[config.mk]
export PLATFORM = sky130hd
export DESIGN_NAME = csi2_byte_tx
export DESIGN_NICKNAME = d
export VERILOG_FILES = /design/src/rtl/csi2_pkg.sv /design/src/rtl/csi2_crc16_2b.sv /design/src/rtl/csi2_byte_tx.sv
export SDC_FILE = /design/constraint.sdc
export NUM_CORES = 1
export LEC_CHECK = 0
export CORE_UTILIZATION = 55
export CTS_CLUSTER_DIAMETER = 50
export DETAILED_ROUTE_END_ITERATION = 8
export DONT_BUFFER_PORTS = 1
export GPL_ROUTABILITY_DRIVEN = 0
export PLACE_DENSITY_LB_ADDON = 0.12
export SLEW_MARGIN = 20
export SYNTH_ARGS = -nofsm -noshare
export SYNTH_HDL_FRONTEND = slang
export SYNTH_SLANG_ARGS = --single-unit
export TNS_END_PERCENT = 1
[constraint.sdc]
create_clock -name sys_clk -period 3.7 [get_ports sys_clk]
set_clock_uncertainty 0.15 [all_clocks]
set_input_delay 0.37 -clock sys_clk [delete_from_list [all_inputs] [get_ports sys_clk]]
set_output_delay 0.37 -clock sys_clk [all_outputs]
set_load 0.005 [all_outputs]
[src/rtl/csi2_pkg.sv]
// Shared CSI-2 definitions: data types, sync byte, CRC constants, FSM/packet enums, header ECC.
// Latency: n/a (constants, types and a pure combinational function).
// Backpressure: n/a.
//
// Contents:
//   DT_FS / DT_FE / DT_RAW8  data-type codes
//   SYNC_BYTE                leader byte sent on every lane at start of an HS burst
//   CRC_SEED / CRC_POLY      reflected CRC-16 (0x1021 bit-reversed)
//   state_t / pkt_t          transmitter FSM state and current packet kind
//   hdr_t                    packet header {ecc, wc, di}
//   ecc24()                  CSI-2 Hamming ECC over {WC, DI}; also used by the receiver header check
package csi2_pkg;

    localparam logic [5:0]  DT_FS     = 6'h00;
    localparam logic [5:0]  DT_FE     = 6'h01;
    localparam logic [5:0]  DT_RAW8   = 6'h2A;
    localparam logic [7:0]  SYNC_BYTE = 8'hB8;
    localparam logic [15:0] CRC_SEED  = 16'hFFFF;
    localparam logic [15:0] CRC_POLY  = 16'h8408;

    typedef enum logic [2:0] {
        ST_IDLE,
        ST_SYNC,
        ST_HDR0,
        ST_HDR1,
        ST_PAYLOAD,
        ST_CRC,
        ST_GAP
    } state_t;

    typedef enum logic [1:0] {
        PK_FS,
        PK_LINE,
        PK_FE
    } pkt_t;

    typedef struct packed {
        logic [7:0]  ecc;
        logic [15:0] wc;
        logic [7:0]  di;
    } hdr_t;

    // d = {WC[15:0], DI[7:0]}; d[0] is DI bit 0. The two top ECC bits are reserved as 0.
    function automatic logic [7:0] ecc24(input logic [23:0] d);
        logic [5:0] p;
        p[0] = d[0]  ^ d[1]  ^ d[2]  ^ d[4]  ^ d[5]  ^ d[7]  ^ d[10] ^ d[11] ^ d[13] ^ d[16]
             ^ d[20] ^ d[21] ^ d[22] ^ d[23];
        p[1] = d[0]  ^ d[1]  ^ d[3]  ^ d[4]  ^ d[6]  ^ d[8]  ^ d[10] ^ d[12] ^ d[14] ^ d[17]
             ^ d[20] ^ d[21] ^ d[22] ^ d[23];
        p[2] = d[0]  ^ d[2]  ^ d[3]  ^ d[5]  ^ d[6]  ^ d[9]  ^ d[11] ^ d[12] ^ d[15] ^ d[18]
             ^ d[20] ^ d[21] ^ d[22];
        p[3] = d[1]  ^ d[2]  ^ d[3]  ^ d[7]  ^ d[8]  ^ d[9]  ^ d[13] ^ d[14] ^ d[15] ^ d[19]
             ^ d[20] ^ d[21] ^ d[23];
        p[4] = d[4]  ^ d[5]  ^ d[6]  ^ d[7]  ^ d[8]  ^ d[9]  ^ d[16] ^ d[17] ^ d[18] ^ d[19]
             ^ d[20] ^ d[22] ^ d[23];
        p[5] = d[10] ^ d[11] ^ d[12] ^ d[13] ^ d[14] ^ d[15] ^ d[16] ^ d[17] ^ d[18] ^ d[19]
             ^ d[21] ^ d[22] ^ d[23];
        return {2'b00, p};
    endfunction

endpackage

[src/rtl/csi2_crc16_2b.sv]
// Two-bytes-per-cycle update of the reflected CSI-2 payload CRC-16 (b0 first, then b1).
// Latency: combinational, zero cycles.
// Backpressure: none; the caller decides when to register crc_out.
//
// Ports:
//   crc_in  [15:0]  running CRC before this beat
//   b0      [7:0]   first payload byte of the beat (lane 0)
//   b1      [7:0]   second payload byte of the beat (lane 1)
//   crc_out [15:0]  running CRC after both bytes
module csi2_crc16_2b
    import csi2_pkg::*;
(
    input  logic [15:0] crc_in,
    input  logic [7:0]  b0,
    input  logic [7:0]  b1,
    output logic [15:0] crc_out
);

    logic [15:0] c;

    // Bytes enter LSB first, so the register shifts right and feeds back the reflected polynomial.
    always_comb begin
        c = crc_in;
        for (int i = 0; i < 8; i++) begin
            c = (c[0] ^ b0[i]) ? ((c >> 1) ^ CRC_POLY) : (c >> 1);
        end
        for (int i = 0; i < 8; i++) begin
            c = (c[0] ^ b1[i]) ? ((c >> 1) ^ CRC_POLY) : (c >> 1);
        end
        crc_out = c;
    end

endmodule

[src/rtl/csi2_byte_tx.sv]
// Two-lane CSI-2 byte-level frame transmitter: FS, LINES RAW8 line packets, FE, each with gap.
// Latency: frame_go -> SYNC on the lanes next cycle; payload beats pass to the lanes in the accept cycle.
// Backpressure: none inside a packet; a missing pix_valid beat is sent as 0x00 and flagged in underrun.
//
// Ports:
//   sys_clk                 byte clock, rising edge
//   reset                   asynchronous, active-high
//   frame_go                start-of-frame pulse, accepted only in IDLE
//   pix_data[15:0]/pix_valid payload beat ([7:0] -> lane 0, [15:8] -> lane 1)
//   pix_ready               high in every PAYLOAD cycle; the beat present is consumed that cycle
//   lane0_byte/lane1_byte   lane byte buses to the HS serializer
//   hs_active               high from SYNC through the last byte of a packet
//   busy                    frame in progress
//   underrun                sticky zero-fill flag, cleared by an accepted frame_go
//   frame_cnt[15:0]         frame number carried in FS/FE WC, 1..FFFF
// Build option: CSI2_TX_TESTPAT_EN replaces pix_data/pix_valid with an internal ramp generator.
module csi2_byte_tx
    import csi2_pkg::*;
#(
    parameter int unsigned LINE_BYTES = 640,
    parameter int unsigned LINES      = 480,
    parameter logic [1:0]  VC         = 2'd0,
    parameter logic [5:0]  DT_LINE    = DT_RAW8,
    parameter int unsigned LP_GAP     = 8
) (
    input  logic        sys_clk,
    input  logic        reset,
    input  logic        frame_go,
    input  logic [15:0] pix_data,
    input  logic        pix_valid,
    output logic        pix_ready,
    output logic [7:0]  lane0_byte,
    output logic [7:0]  lane1_byte,
    output logic        hs_active,
    output logic        busy,
    output logic        underrun,
    output logic [15:0] frame_cnt
);

    localparam int unsigned BEATS  = LINE_BYTES / 2;
    localparam int unsigned BEAT_W = (BEATS  > 1) ? $clog2(BEATS)  : 1;
    localparam int unsigned LINE_W = (LINES  > 1) ? $clog2(LINES)  : 1;
    localparam int unsigned GAP_W  = (LP_GAP > 1) ? $clog2(LP_GAP) : 1;

    localparam logic [BEAT_W-1:0] BEAT_LAST = BEAT_W'(BEATS - 1);
    localparam logic [LINE_W-1:0] LINE_LAST = LINE_W'(LINES - 1);
    localparam logic [GAP_W-1:0]  GAP_LAST  = GAP_W'(LP_GAP - 1);

    state_t              state;
    pkt_t                pkt;
    logic [LINE_W-1:0]   line_cnt;
    logic [BEAT_W-1:0]   beat_cnt;
    logic [GAP_W-1:0]    gap_cnt;
    logic [7:0]          lane0_q;
    logic [7:0]          lane1_q;
    logic [15:0]         crc_q;
    logic [15:0]         crc_nxt;
    logic [7:0]          beat0;
    logic [7:0]          beat1;
    logic                beat_ok;
    hdr_t                hdr;

    // Header of the packet currently being sent; FS and FE both carry the frame number.
    always_comb begin
        hdr = '0;
        case (pkt)
            PK_FS: begin
                hdr.di = {VC, DT_FS};
                hdr.wc = frame_cnt;
            end
            PK_FE: begin
                hdr.di = {VC, DT_FE};
                hdr.wc = frame_cnt;
            end
            default: begin
                hdr.di = {VC, DT_LINE};
                hdr.wc = 16'(LINE_BYTES);
            end
        endcase
        hdr.ecc = ecc24({hdr.wc, hdr.di});
    end

`ifdef CSI2_TX_TESTPAT_EN
    // Ramp: lane0 = col + line, lane1 = col + 1 + line, col = byte index within the line.
    logic [7:0] pat_base;
    assign pat_base = 8'({beat_cnt, 1'b0}) + 8'(line_cnt);
    assign beat0    = pat_base;
    assign beat1    = pat_base + 8'd1;
    assign beat_ok  = 1'b1;
`else
    assign beat0    = pix_valid ? pix_data[7:0]  : 8'h00;
    assign beat1    = pix_valid ? pix_data[15:8] : 8'h00;
    assign beat_ok  = pix_valid;
`endif

    csi2_crc16_2b u_crc (
        .crc_in  (crc_q),
        .b0      (beat0),
        .b1      (beat1),
        .crc_out (crc_nxt)
    );

    // Payload bytes bypass the lane registers so the beat accepted this cycle is the one on the
    // lanes; every other byte (sync, header, CRC, idle) comes from the lane registers.
    assign lane0_byte = (state == ST_PAYLOAD) ? beat0 : lane0_q;
    assign lane1_byte = (state == ST_PAYLOAD) ? beat1 : lane1_q;

    always_ff @(posedge sys_clk or posedge reset) begin
        if (reset) begin
            state     <= ST_IDLE;
            pkt       <= PK_FS;
            line_cnt  <= '0;
            beat_cnt  <= '0;
            gap_cnt   <= '0;
            lane0_q   <= 8'h00;
            lane1_q   <= 8'h00;
            crc_q     <= CRC_SEED;
            pix_ready <= 1'b0;
            hs_active <= 1'b0;
            busy      <= 1'b0;
            underrun  <= 1'b0;
            frame_cnt <= 16'h0001;
        end else begin
            case (state)
                ST_IDLE: begin
                    if (frame_go) begin
                        state     <= ST_SYNC;
                        pkt       <= PK_FS;
                        line_cnt  <= '0;
                        busy      <= 1'b1;
                        underrun  <= 1'b0;
                        hs_active <= 1'b1;
                        lane0_q   <= SYNC_BYTE;
                        lane1_q   <= SYNC_BYTE;
                    end
                end
                ST_SYNC: begin
                    state   <= ST_HDR0;
                    lane0_q <= hdr.di;
                    lane1_q <= hdr.wc[7:0];
                end
                ST_HDR0: begin
                    state   <= ST_HDR1;
                    lane0_q <= hdr.wc[15:8];
                    lane1_q <= hdr.ecc;
                end
                ST_HDR1: begin
                    crc_q   <= CRC_SEED;
                    lane0_q <= 8'h00;
                    lane1_q <= 8'h00;
                    if (pkt == PK_LINE) begin
                        state     <= ST_PAYLOAD;
                        beat_cnt  <= '0;
                        pix_ready <= 1'b1;
                    end else begin
                        state     <= ST_GAP;
                        gap_cnt   <= '0;
                        hs_active <= 1'b0;
                    end
                end
                ST_PAYLOAD: begin
                    crc_q    <= crc_nxt;
                    beat_cnt <= beat_cnt + 1'b1;
                    if (!beat_ok) begin
                        underrun <= 1'b1;
                    end
                    // The final beat's CRC goes straight into the lane registers for the CRC cycle.
                    if (beat_cnt == BEAT_LAST) begin
                        state     <= ST_CRC;
                        pix_ready <= 1'b0;
                        lane0_q   <= crc_nxt[7:0];
                        lane1_q   <= crc_nxt[15:8];
                    end
                end
                ST_CRC: begin
                    state     <= ST_GAP;
                    gap_cnt   <= '0;
                    hs_active <= 1'b0;
                    lane0_q   <= 8'h00;
                    lane1_q   <= 8'h00;
                end
                ST_GAP: begin
                    if (gap_cnt == GAP_LAST) begin
                        gap_cnt <= '0;
                        if (pkt == PK_FE) begin
                            state     <= ST_IDLE;
                            busy      <= 1'b0;
                            frame_cnt <= (frame_cnt == 16'hFFFF) ? 16'h0001 : frame_cnt + 16'd1;
                        end else begin
                            state     <= ST_SYNC;
                            hs_active <= 1'b1;
                            lane0_q   <= SYNC_BYTE;
                            lane1_q   <= SYNC_BYTE;
                            if (pkt == PK_FS) begin
                                pkt      <= PK_LINE;
                                line_cnt <= '0;
                            end else if (line_cnt == LINE_LAST) begin
                                pkt <= PK_FE;
                            end else begin
                                line_cnt <= line_cnt + 1'b1;
                            end
                        end
                    end else begin
                        gap_cnt <= gap_cnt + 1'b1;
                    end
                end
                default: begin
                    state <= ST_IDLE;
                end
            endcase
        end
    end

endmodule

==> metrics.cfg, run 1 <==
[global_routing]
grt_max_degree = 60
grt_overflow = 0
grt_first_pass_wirelength_um = 19500
track_usage_pct = 25.7
antenna_found_initial = 0
first_global_vias = 3806

[timing]
slew_headroom_pct = 46.4
worstMarginPinSlew_ns = 0.802
fmax_mhz = 349
finalSetupViolCount = 0
grt_setup_unrepaired = false
slew_violations = 0
finalHoldViolCount = 0
finalCriticalPeriod_ns = 2.87
fin_crit_sh_pct = 77.5
whs_ns = 0.0621
finalSetupTns_ns = 0

[clocking]
cts_buffer_depth = 2
htree_levels = 3
cts_root_buf = clkbuf_8
cts_made_buffers = 9
path_clk_slew_ns = 0.08
ctsResizeCount = 0
clk_latency_ns = 0.35
cts_tree = built
cts.sinks = 78

[final_layout]
drive_gt1_share_pct = 9.87
fin_nets = 577
fin_util_pct = 60.5
mostFrequentLayoutCells = nand2_1, dfrtp_1, xnor2_1, nor2_1, xor2_1
num_antenna_cells = 0
area_growth_pct = 5.09
layout_commonest_cell = nand2_1
stdcell_count = 665

[yosys]
synth-seq-area-share_pct = 38.8
synthDistinctLibCells = 56
yosys.area.top_type_share_pct = 30.0
synthTopCellsByArea = dfrtp_1, xnor2_1, dfstp_2
synth_top_area_cell = dfrtp_1
synthCells = 568
ys.warnings.count = 0
synthFlopType = dfrtp_1
synth-edff-count = 0
async_reset_ff_share_pct = 100
synth_seq_cells = 78
synth.avg_cell_area_um2 = 8.96
synth_nets = 593
syn_area_um2 = 5090

[placement]
post-dp-hpwl_um = 8590
dp.cells = 648
io_buffers = 0

[floorplanning]
std_cell_rows = 34
die_w_um = 98.2
initial_core_util_pct = 57.5
top_level_ports = 56
core_area_um2 = 8850
die_h_um = 98.2
dieArea_um2 = 9650

[hold_path]
hp-class = in2reg

[run]
maxCapViolCount = 0

[detailed_routing]
drt_wl_total_um = 11700
vias = 3925
firstDrtPassIters = 7
postRouteAntennaNets = 0
drc = 3
vias_per_cell = 5.90
first_iter_violations = 227
avgRoutedWirePerCell_um = 17.6

[power]
power.density_nw_per_um2 = 830
ir_drop_uv = 416
leakage_uw = 0.00228

[outcome]
status = complete, but fails checks
violations = DRC

[setup_path]
cp_max_fo = 59
worst-path-buf-inv = 2
worst_setup_path_end_kind = output pin
arrival_ns = 2.35
path_class = reg2out
critical_path_required_ns = 3.18
cpPeakStageDelay_ns = 0.77
critPathTopFamily = flip-flops
cp_slowest_cell = dfrtp_1
crit_chain = inv_1, nand3b_1, buf_4, o21ai_0
critPathLaunchType = register

[per-layer routing]
layer / routed length [um] / track usage (%) / vias up
met5: 0 / 0 / -
met4: 147 / 6.77 / 0
met3: 593 / 5.23 / 12
met2: 5620 / 42.4 / 108
met1: 5320 / 34.8 / 1907
li1: - / - / 1898
[synthesized netlist by cell type, types with 8 or more instances]
library cell / instances
o21ai_0: 34
a22oi_1: 9
nor2_1: 46
a31oi_1: 9
xor2_1: 38
clkbuf_1: 23
xnor2_1: 59
dfstp_2: 17
nand2_1: 92
o21ai_1: 8
dfrtp_1: 61
inv_1: 8
nand4_1: 11
nor3_1: 8
nand3_1: 26
a21oi_1: 23
[flip-flops by register name, indices dropped and copies added (netlist names), 3 cells and up]
| signal | flops |
|---|---|
| line_cnt | 9 |
| frame_cnt | 16 |
| state | 3 |
| lane1_q | 8 |
| beat_cnt | 9 |
| gap_cnt | 3 |
| lane0_q | 8 |
| crc_q | 16 |
[kinds of logic after synthesis]
| kind of cell | count (synthesis) | share of synthesized area, % |
|---|---|---|
| xor gates and xnor gates | 111 | 23.1 |
| buffers and inverters | 41 | 3.51 |
| muxes | 4 | 0.811 |
| adders and majority gates | 5 | 1.23 |
| and+or+nand+nor | 222 | 19.9 |
| AOI/OAI and AO/OA | 107 | 12.7 |
| DFF | 78 | 38.8 |
[final timing paths]
check | from | endpoint | slack (ns) | depth (start not counted)
worst max-delay path | state[0] | lane0_byte[2] | 0.83 | 4
min in group asynchronous | reset | busy | 0.48 | 2
max in group asynchronous | reset | state[1] | 2.10 | 3
worst min-delay path | pix_valid | underrun | 0.06 | 3
worst min register to register | beat_cnt[8] | beat_cnt[8] | 0.33 | 1
worst max register to register | state[0] | lane1_q[1] | 1.15 | 4
[timing repair]
| action | CTS | global route |
|---|---|---|
| hold buffers | 1 | 0 |
| setup buffers | 0 | 0 |
| hold endpoints to repair | 21 | 0 |
[power by group]
part	leakage (uW)	switching, uW	total, uW	internal, uW
sequential	0.000995	94.5	1190	1090
clock	0.000106	326	705	379
combinational	0.00118	1330	2550	1210
total	0.00228	1750	4440	2690
[worst min-delay path: stages]
cell and delay (ns):
nor3_1 0.02, nor2_1 0.08, nor2_1 0.05
[layout make-up]
class                   instances  area [um2]
fillers                       769        3500
multi-input cells             449        2950
flip-flops and latches         78        1970
well taps                     108         135
clock buffers                  10         128
clock inverters                 6        86.3
repair buffers                  6        47.5
inverters                       8        30.0
[through the flow]
| step | total power (uW) | setup WS (ns) | area [um2] |
|---|---|---|---|
| after floorplan | 3240 | 1.21 | 5090 |
| after global placement | 3680 | 1.21 | 5120 |
| after detailed placement | 3730 | 1.17 | 5120 |
| after CTS | 4460 | 0.874 | 5340 |
| after global routing | 4760 | 0.650 | 5350 |
| final | 4440 | 0.834 | 5350 |
Note: power is estimated with default switching activity, not from simulation.
==> run 2, diff against run 1 <==
--- a/config.mk
+++ b/config.mk
@@ -5,6 +5,7 @@
 export SDC_FILE = /design/constraint.sdc
 export NUM_CORES = 1
 export LEC_CHECK = 0
+export ABC_AREA = 1
 export CORE_UTILIZATION = 55
 export CTS_CLUSTER_DIAMETER = 50
 export DETAILED_ROUTE_END_ITERATION = 8
==> constraint.sdc (replaced) <==
create_clock -name sys_clk -period 2.97 [get_ports sys_clk]
set_clock_uncertainty 0.15 [all_clocks]
set_input_delay 0.297 -clock sys_clk [delete_from_list [all_inputs] [get_ports sys_clk]]
set_output_delay 0.297 -clock sys_clk [all_outputs]
set_load 0.005 [all_outputs]
==> run 2 against run 1 <==
Against the previous run: the flow now finishes without violations; cell area increased by 14%; die area increased by 11%; clock power increased by 27%; sequential cell count unchanged; critical path type is now reg2reg; largest cell class unchanged; setup slack got worse by 0.36 ns; first-iteration DRC count increased by 110%; synthesized cell count increased by 50%; largest power group unchanged; highest routed layer unchanged; routed wire length increased by 26%; non-clock buffer count increased by 15; worst hold slack improved by 0.0067 ns; global-route usage increased by 3.0 points.
==> metrics.cfg, run 2 <==
[detailed_routing]
postRouteAntennaNets = 0  ; unchanged
vias = 5482  ; +40%
drt_wl_total_um = 14700  ; +26%
dr_wl_met3_um = 867  ; +46%
top_layer = met4
vias_per_cell = 5.48  ; -7.1%
drc = 0  ; -3
first_iter_violations = 469  ; +110%
routed-wl-met2_um = 6850  ; +22%
avgRoutedWirePerCell_um = 14.7  ; -16%
firstDrtPassIters = 5  ; -2
met1_length_um = 6540  ; +23%

[power]
seq_power_share_pct = 30.6  ; +3.9 points
intPower_uw = 2910  ; +8.5%
p_clk_share_pct = 16.5  ; +0.6 points
leakage_uw = 0.00325  ; +42%
p_switching_uw = 2510  ; +43%
ir_drop_uv = 354  ; -15%
power_switching_share_pct = 46.3  ; +6.8 points
combPwrFrac_pct = 52.8  ; -4.6 points
power.density_nw_per_um2 = 890  ; +7.2%

[yosys]
synthTopCellsByArea = dfrtp_1, nand2_1, nand3_1
synthTopCellsByCount = nand2_1, nand3_1, inv_1
synth.avg_cell_area_um2 = 6.67  ; -26%
synthCells = 851  ; +50%
synth_top_area_cell = dfrtp_1
synth_seq_cells = 78  ; unchanged
syn_area_um2 = 5680  ; +12%
yosys.area.top_type_share_pct = 26.9  ; -3.1 points
yosysMostFrequentCell = nand2_1
ys.warnings.count = 0  ; unchanged
synth-seq-area-share_pct = 34.8  ; -4.0 points
synth_nets = 876  ; +48%
synth-edff-count = 0  ; unchanged
synthFlopType = dfrtp_1
async_reset_ff_share_pct = 100  ; unchanged
synthDistinctLibCells = 47  ; -16%

[final_layout]
layout_commonest_cell = nand2_1
multi_input_area_um2 = 3140  ; +6.4%
mostFrequentLayoutCells = nand2_1, nand3_1, inv_1, nor2_1, dfrtp_1
reg_top3 = crc_q (16), frame_cnt (16)
n_fill_cell = 917  ; +19%
fin_nets = 887  ; +54%
num_antenna_cells = 0  ; unchanged
fin_util_pct = 61.6  ; +1.1 points
area_growth_pct = 7.47
drive_gt1_share_pct = 11.2  ; +1.3 points
seqCellArea_um2 = 1970  ; unchanged
stdcell_count = 1000  ; +50%

[setup_path]
cp_max_fo = 33  ; -44%
critical_path_required_ns = 3.06  ; -0.12 ns
worst_setup_path_end_kind = register
arrival_ns = 2.59  ; +0.24 ns
path_class = reg2reg
critPathLaunchType = register
reg2reg_from = pkt[0]
rrSetupSlack_ns = 0.48  ; -0.67 ns
crit_start = pkt[0]

[global_routing]
grt_first_pass_wirelength_um = 24800  ; +27%
antenna_found_initial = 0  ; unchanged
grt_overflow = 0  ; unchanged
track_usage_pct = 28.8  ; +3.0 points
first_global_vias = 5289  ; +39%
grt_max_degree = 45  ; -25%

[hold_path]
min_from = frame_go
hp-class = in2reg

[clocking]
clk_latency_ns = 0.37  ; +0.02 ns
ctsResizeCount = 0  ; unchanged
cts_buffer_depth = 2  ; unchanged
cts.sinks = 78  ; unchanged
cts_root_buf = clkbuf_8
path_clk_slew_ns = 0.08  ; about the same
cts_made_buffers = 9  ; unchanged
htree_levels = 3  ; unchanged
cts_tree = built

[floorplanning]
die_h_um = 104  ; +5.5%
dieArea_um2 = 10700  ; +11%
top_level_ports = 56  ; unchanged
std_cell_rows = 36  ; +5.9%
core_area_um2 = 9910  ; +12%
die_w_um = 104  ; +5.5%
initial_core_util_pct = 57.3  ; -0.25 points

[placement]
post-dp-hpwl_um = 11100  ; +30%
dp.cells = 982  ; +52%
io_buffers = 0  ; unchanged
dp_worst_setup_slack_ns = 0.507  ; -0.662 ns

[timing]
fin_crit_sh_pct = 83.9
setup_slack_ns = 0.477  ; -0.357 ns
whs_ns = 0.0688  ; +0.00668 ns
grt_setup_unrepaired = false
finalSetupViolCount = 0  ; unchanged
finalCriticalPeriod_ns = 2.49
slew_headroom_pct = 47.4  ; +1.0 points
finalHoldViolCount = 0  ; unchanged
fmax_mhz = 401
worstMarginPinSlew_ns = 0.787  ; -0.0149 ns
slew_violations = 0  ; unchanged
finalSetupTns_ns = 0  ; unchanged

[outcome]
status = finished clean

[run]
maxCapViolCount = 0  ; unchanged

run 2: kinds of logic after synthesis:
family | count (synthesis) | share of synthesized area, %
xor+xnor | 25 | 3.86
flops | 78 | 34.8
mux | 4 | 0.705
simple gates | 506 | 39.9
compound gates | 99 | 9.70
fa+ha+maj | 5 | 1.10
buf+inv | 134 | 9.96
run 2: final cells by class:
class	count	area share (%)
Multi-Input combinational cell	639	51.5
Inverter	113	7.05
Clock buffer	12	2.38
Clock inverter	4	1.15
Timing Repair Buffer	21	2.87
Sequential cell	78	32.3
Tap cell	133	2.73
run 2: critical path, cell delays in order, from the launching register on:
cell,delay [ns]
dfrtp_1,0.51
inv_4,0.30
nand2_1,0.18
inv_2,0.12
nand2_4,0.08
nor2_4,0.24
nand3_2,0.16
nor2_4,0.14
nand2_2,0.09
nor3_4,0.17
nand3_1,0.09
nand2_1,0.07
a21oi_1,0.04
run 2: timing repair:
item | 4_1_cts | 5_1_grt
hold buffers | 2 | 0
hold endpoints to repair | 35 | 0
buffers inserted | 0 | 0
run 2: path summary, 6_finish.rpt:
path / endpoint / cells after the start
worst max register to register: frame_cnt[13] / 12
worst min-delay path: underrun / 3
worst max-delay path: frame_cnt[13] / 12
min in group asynchronous: lane0_q[0] / 2
max in group asynchronous: crc_q[1] / 3
worst min register to register: beat_cnt[8] / 1
run 2: stage by stage:
| stage | cell area, um2 | power (uW) |
|---|---|---|
| after floorplan | 5680 | 3780 |
| after global placement | 5870 | 4410 |
| after detailed placement | 5870 | 4510 |
| after CTS | 6100 | 5420 |
| after global routing | 6100 | 5900 |
| final | 6100 | 5430 |
run 2: power groups by stage:
stage | Combinational [uW] | Sequential, uW | Clock (uW)
floorplan | 2190 | 1600 | 0
global placement | 2750 | 1660 | 0
detailed placement | 2840 | 1670 | 0
CTS | 2850 | 1660 | 906
global route | 3250 | 1700 | 950
finish | 2870 | 1660 | 898
run 2: routing by layer:
layer / vias to the layer above / GRT usage (%)
met3: 38 / 4.72
li1: 2743 / -
met2: 177 / 47.2
met4: 0 / 12.3
met1: 2524 / 37.6
met5: - / 0
==> run 3, diff against run 2 <==
==> constraint.sdc (replaced) <==
create_clock -name sys_clk -period 2.3 [get_ports sys_clk]
set_clock_uncertainty 0.15 [all_clocks]
set_input_delay 0.23 -clock sys_clk [delete_from_list [all_inputs] [get_ports sys_clk]]
set_output_delay 0.23 -clock sys_clk [all_outputs]
set_load 0.005 [all_outputs]
==> run 3 against run 2 <==
Against the previous run: the run now ends with hold timing left; setup slack worse by 0.40 ns; routed wire length up 1.1%; largest power group unchanged; sequential share of layout area down 0.77 points; non-clock buffer count up 12; worst hold slack worse by 0.072 ns; clock-buffer cell count up 1; combinational power up 35%; clock power up 45%.
==> metrics.cfg, run 3 (synthesized netlist as in run 2, its figures left out) <==
[final_layout]
mostFrequentLayoutCells = nand2_1, nand3_1, inv_1, nor2_1, dfrtp_1
reg_top3 = crc_q (16), frame_cnt (16)
area_growth_pct = 10.2
n_fill_cell = 921  ; +0.44%
drive_gt1_share_pct = 12.9  ; +1.7 points
num_antenna_cells = 0  ; unchanged
fin_nets = 899  ; +1.4%
layout_commonest_cell = nand2_1
fin_util_pct = 63.1  ; +1.5 points
design_area_um2 = 6250  ; +2.5%

[detailed_routing]
firstDrtPassIters = 5  ; unchanged
first_iter_violations = 405  ; -14%
postRouteAntennaNets = 0  ; unchanged
drc = 0  ; unchanged
avgRoutedWirePerCell_um = 14.7  ; -0.12%
drt_wl_total_um = 14800  ; +1.1%
vias_per_cell = 5.46  ; -0.48%
vias = 5521  ; +0.71%

[global_routing]
first_global_vias = 5306  ; +0.32%
track_usage_pct = 28.8  ; about the same
grt_max_degree = 79  ; +76%
grt_first_pass_wirelength_um = 24900  ; +0.31%
antenna_found_initial = 0  ; unchanged
grt_overflow = 0  ; unchanged

[setup_path]
critical_path_required_ns = 1.92  ; -1.14 ns
cp_max_fo = 13  ; -61%
crit_start = state[0]
reg2reg_to = lane0_q[7]
path_class = reg2out
endpoint = lane0_byte[0]
reg2reg_from = gap_cnt[0]
critPathLaunchType = register
worst_setup_path_end_kind = output pin
rrSetupSlack_ns = 0.15  ; -0.33 ns
reg2reg_depth = 11  ; -1
arrival_ns = 1.84  ; -0.75 ns

[placement]
post-dp-hpwl_um = 11200  ; +0.90%
dp_worst_setup_slack_ns = 0.0655  ; -0.442 ns
post_dp_cell_area_um2 = 5960  ; +1.6%
io_buffers = 0  ; unchanged

[clocking]
cts_buffer_depth = 2  ; unchanged
path_clk_slew_ns = 0.08  ; about the same
cts_root_buf = clkbuf_8
cts_made_buffers = 9  ; unchanged
htree_levels = 3  ; unchanged
cts_setup_buffers = 0  ; unchanged
clk_latency_ns = 0.36  ; about the same
cts_tree = built
cts.sinks = 78  ; unchanged

[outcome]
status = complete, but fails checks
violations = hold timing

[timing]
whs_ns = -0.00354  ; -0.0723 ns
slew_violations = 0  ; unchanged
finalCriticalPeriod_ns = 2.22
worstMarginPinSlew_ns = 0.433  ; -0.355 ns
fmax_mhz = 450
finalSetupViolCount = 0  ; unchanged
grt_setup_unrepaired = true
setup_slack_ns = 0.0754  ; -0.401 ns
fin_crit_sh_pct = 96.7
slew_headroom_pct = 71.2  ; +24 points
finalHoldViolCount = 1  ; +1

[floorplanning]
initial_core_util_pct = 57.3  ; unchanged
core_area_um2 = 9910  ; unchanged
die_h_um = 104  ; unchanged
std_cell_rows = 36  ; unchanged
dieArea_um2 = 10700  ; unchanged
die_w_um = 104  ; unchanged
top_level_ports = 56  ; unchanged

[power]
power.density_nw_per_um2 = 1170  ; +31%
leakage_uw = 0.00333  ; +2.3%
ir_drop_uv = 483  ; +36%

[hold_path]
hp-class = in2reg

[run]
maxCapViolCount = 0  ; unchanged

[run 3: cell count changes in the layout (fill, tap and decap cells not counted), sizes merged]
cell / change
clkinv: -3
buf: +12
clkbuf: +1
bufinv: +1
clkinvlp: +1
[run 3: where the power goes]
| part | total, uW | internal [uW] | switching [uW] |
|---|---|---|---|
| clock | 1300 | 782 | 521 |
| sequential | 2120 | 1850 | 264 |
| combinational | 3880 | 1370 | 2510 |
| total | 7310 | 4010 | 3300 |
[run 3: what timing repair did]
item                                   CTS  global route
resized for setup                        1             7
endpoints found under the hold margin   62             0
pin swaps                                0             0
hold buffers                             2             0
setup endpoints to repair                1            19
[run 3: layer usage]
layer  GRT usage, %  share of wire (%)  up-vias
met5              0                  0        -
met4           11.6                2.9        0
met3           4.78                6.8       32
met2           46.8                 47      181
met1           38.2                 43     2535
li1               -                  -     2773
[run 3: area by class of cell]
cell class | count | area (um2) | share of cell area (%)
clock buffers | 13 | 159 | 2.54
clock inverters | 3 | 90.1 | 1.44
inverters | 113 | 433 | 6.92
multi-input cells | 639 | 3160 | 50.6
flip-flops and latches | 78 | 1970 | 31.6
well taps | 133 | 166 | 2.66
repair buffers | 33 | 269 | 4.30
[run 3: worst min path at each step]
stage / startpoint / endpoint / cells after the start
after floorplan: frame_go / underrun / 3
after global placement: reset / underrun / 2
after detailed placement: reset / lane1_q[0] / 2
after CTS: frame_go / underrun / 3
after global routing: frame_go / underrun / 3
final: frame_go / underrun / 3
[run 3: metrics by stage]
step	total power (uW)	hold slack [ns]	std cells	TNS, ns
finish	7310	-0.00354	1012	0
global placement	5800	0.105	994	0
global route	7890	0.0220	1012	-0.0194
CTS	7260	0.00220	1012	0
detailed placement	5940	0.110	994	0
floorplan	4890	0.284	851	0
[run 3: critical path: stages, from the launching register on]
cell and delay [ns]:
dfrtp_2 0.47, inv_2 0.10, nand2_1 0.10, nor2_4 0.15
clkinv_1 0.11, buf_4 0.18, o21ai_0 0.21, buf_4 0.15
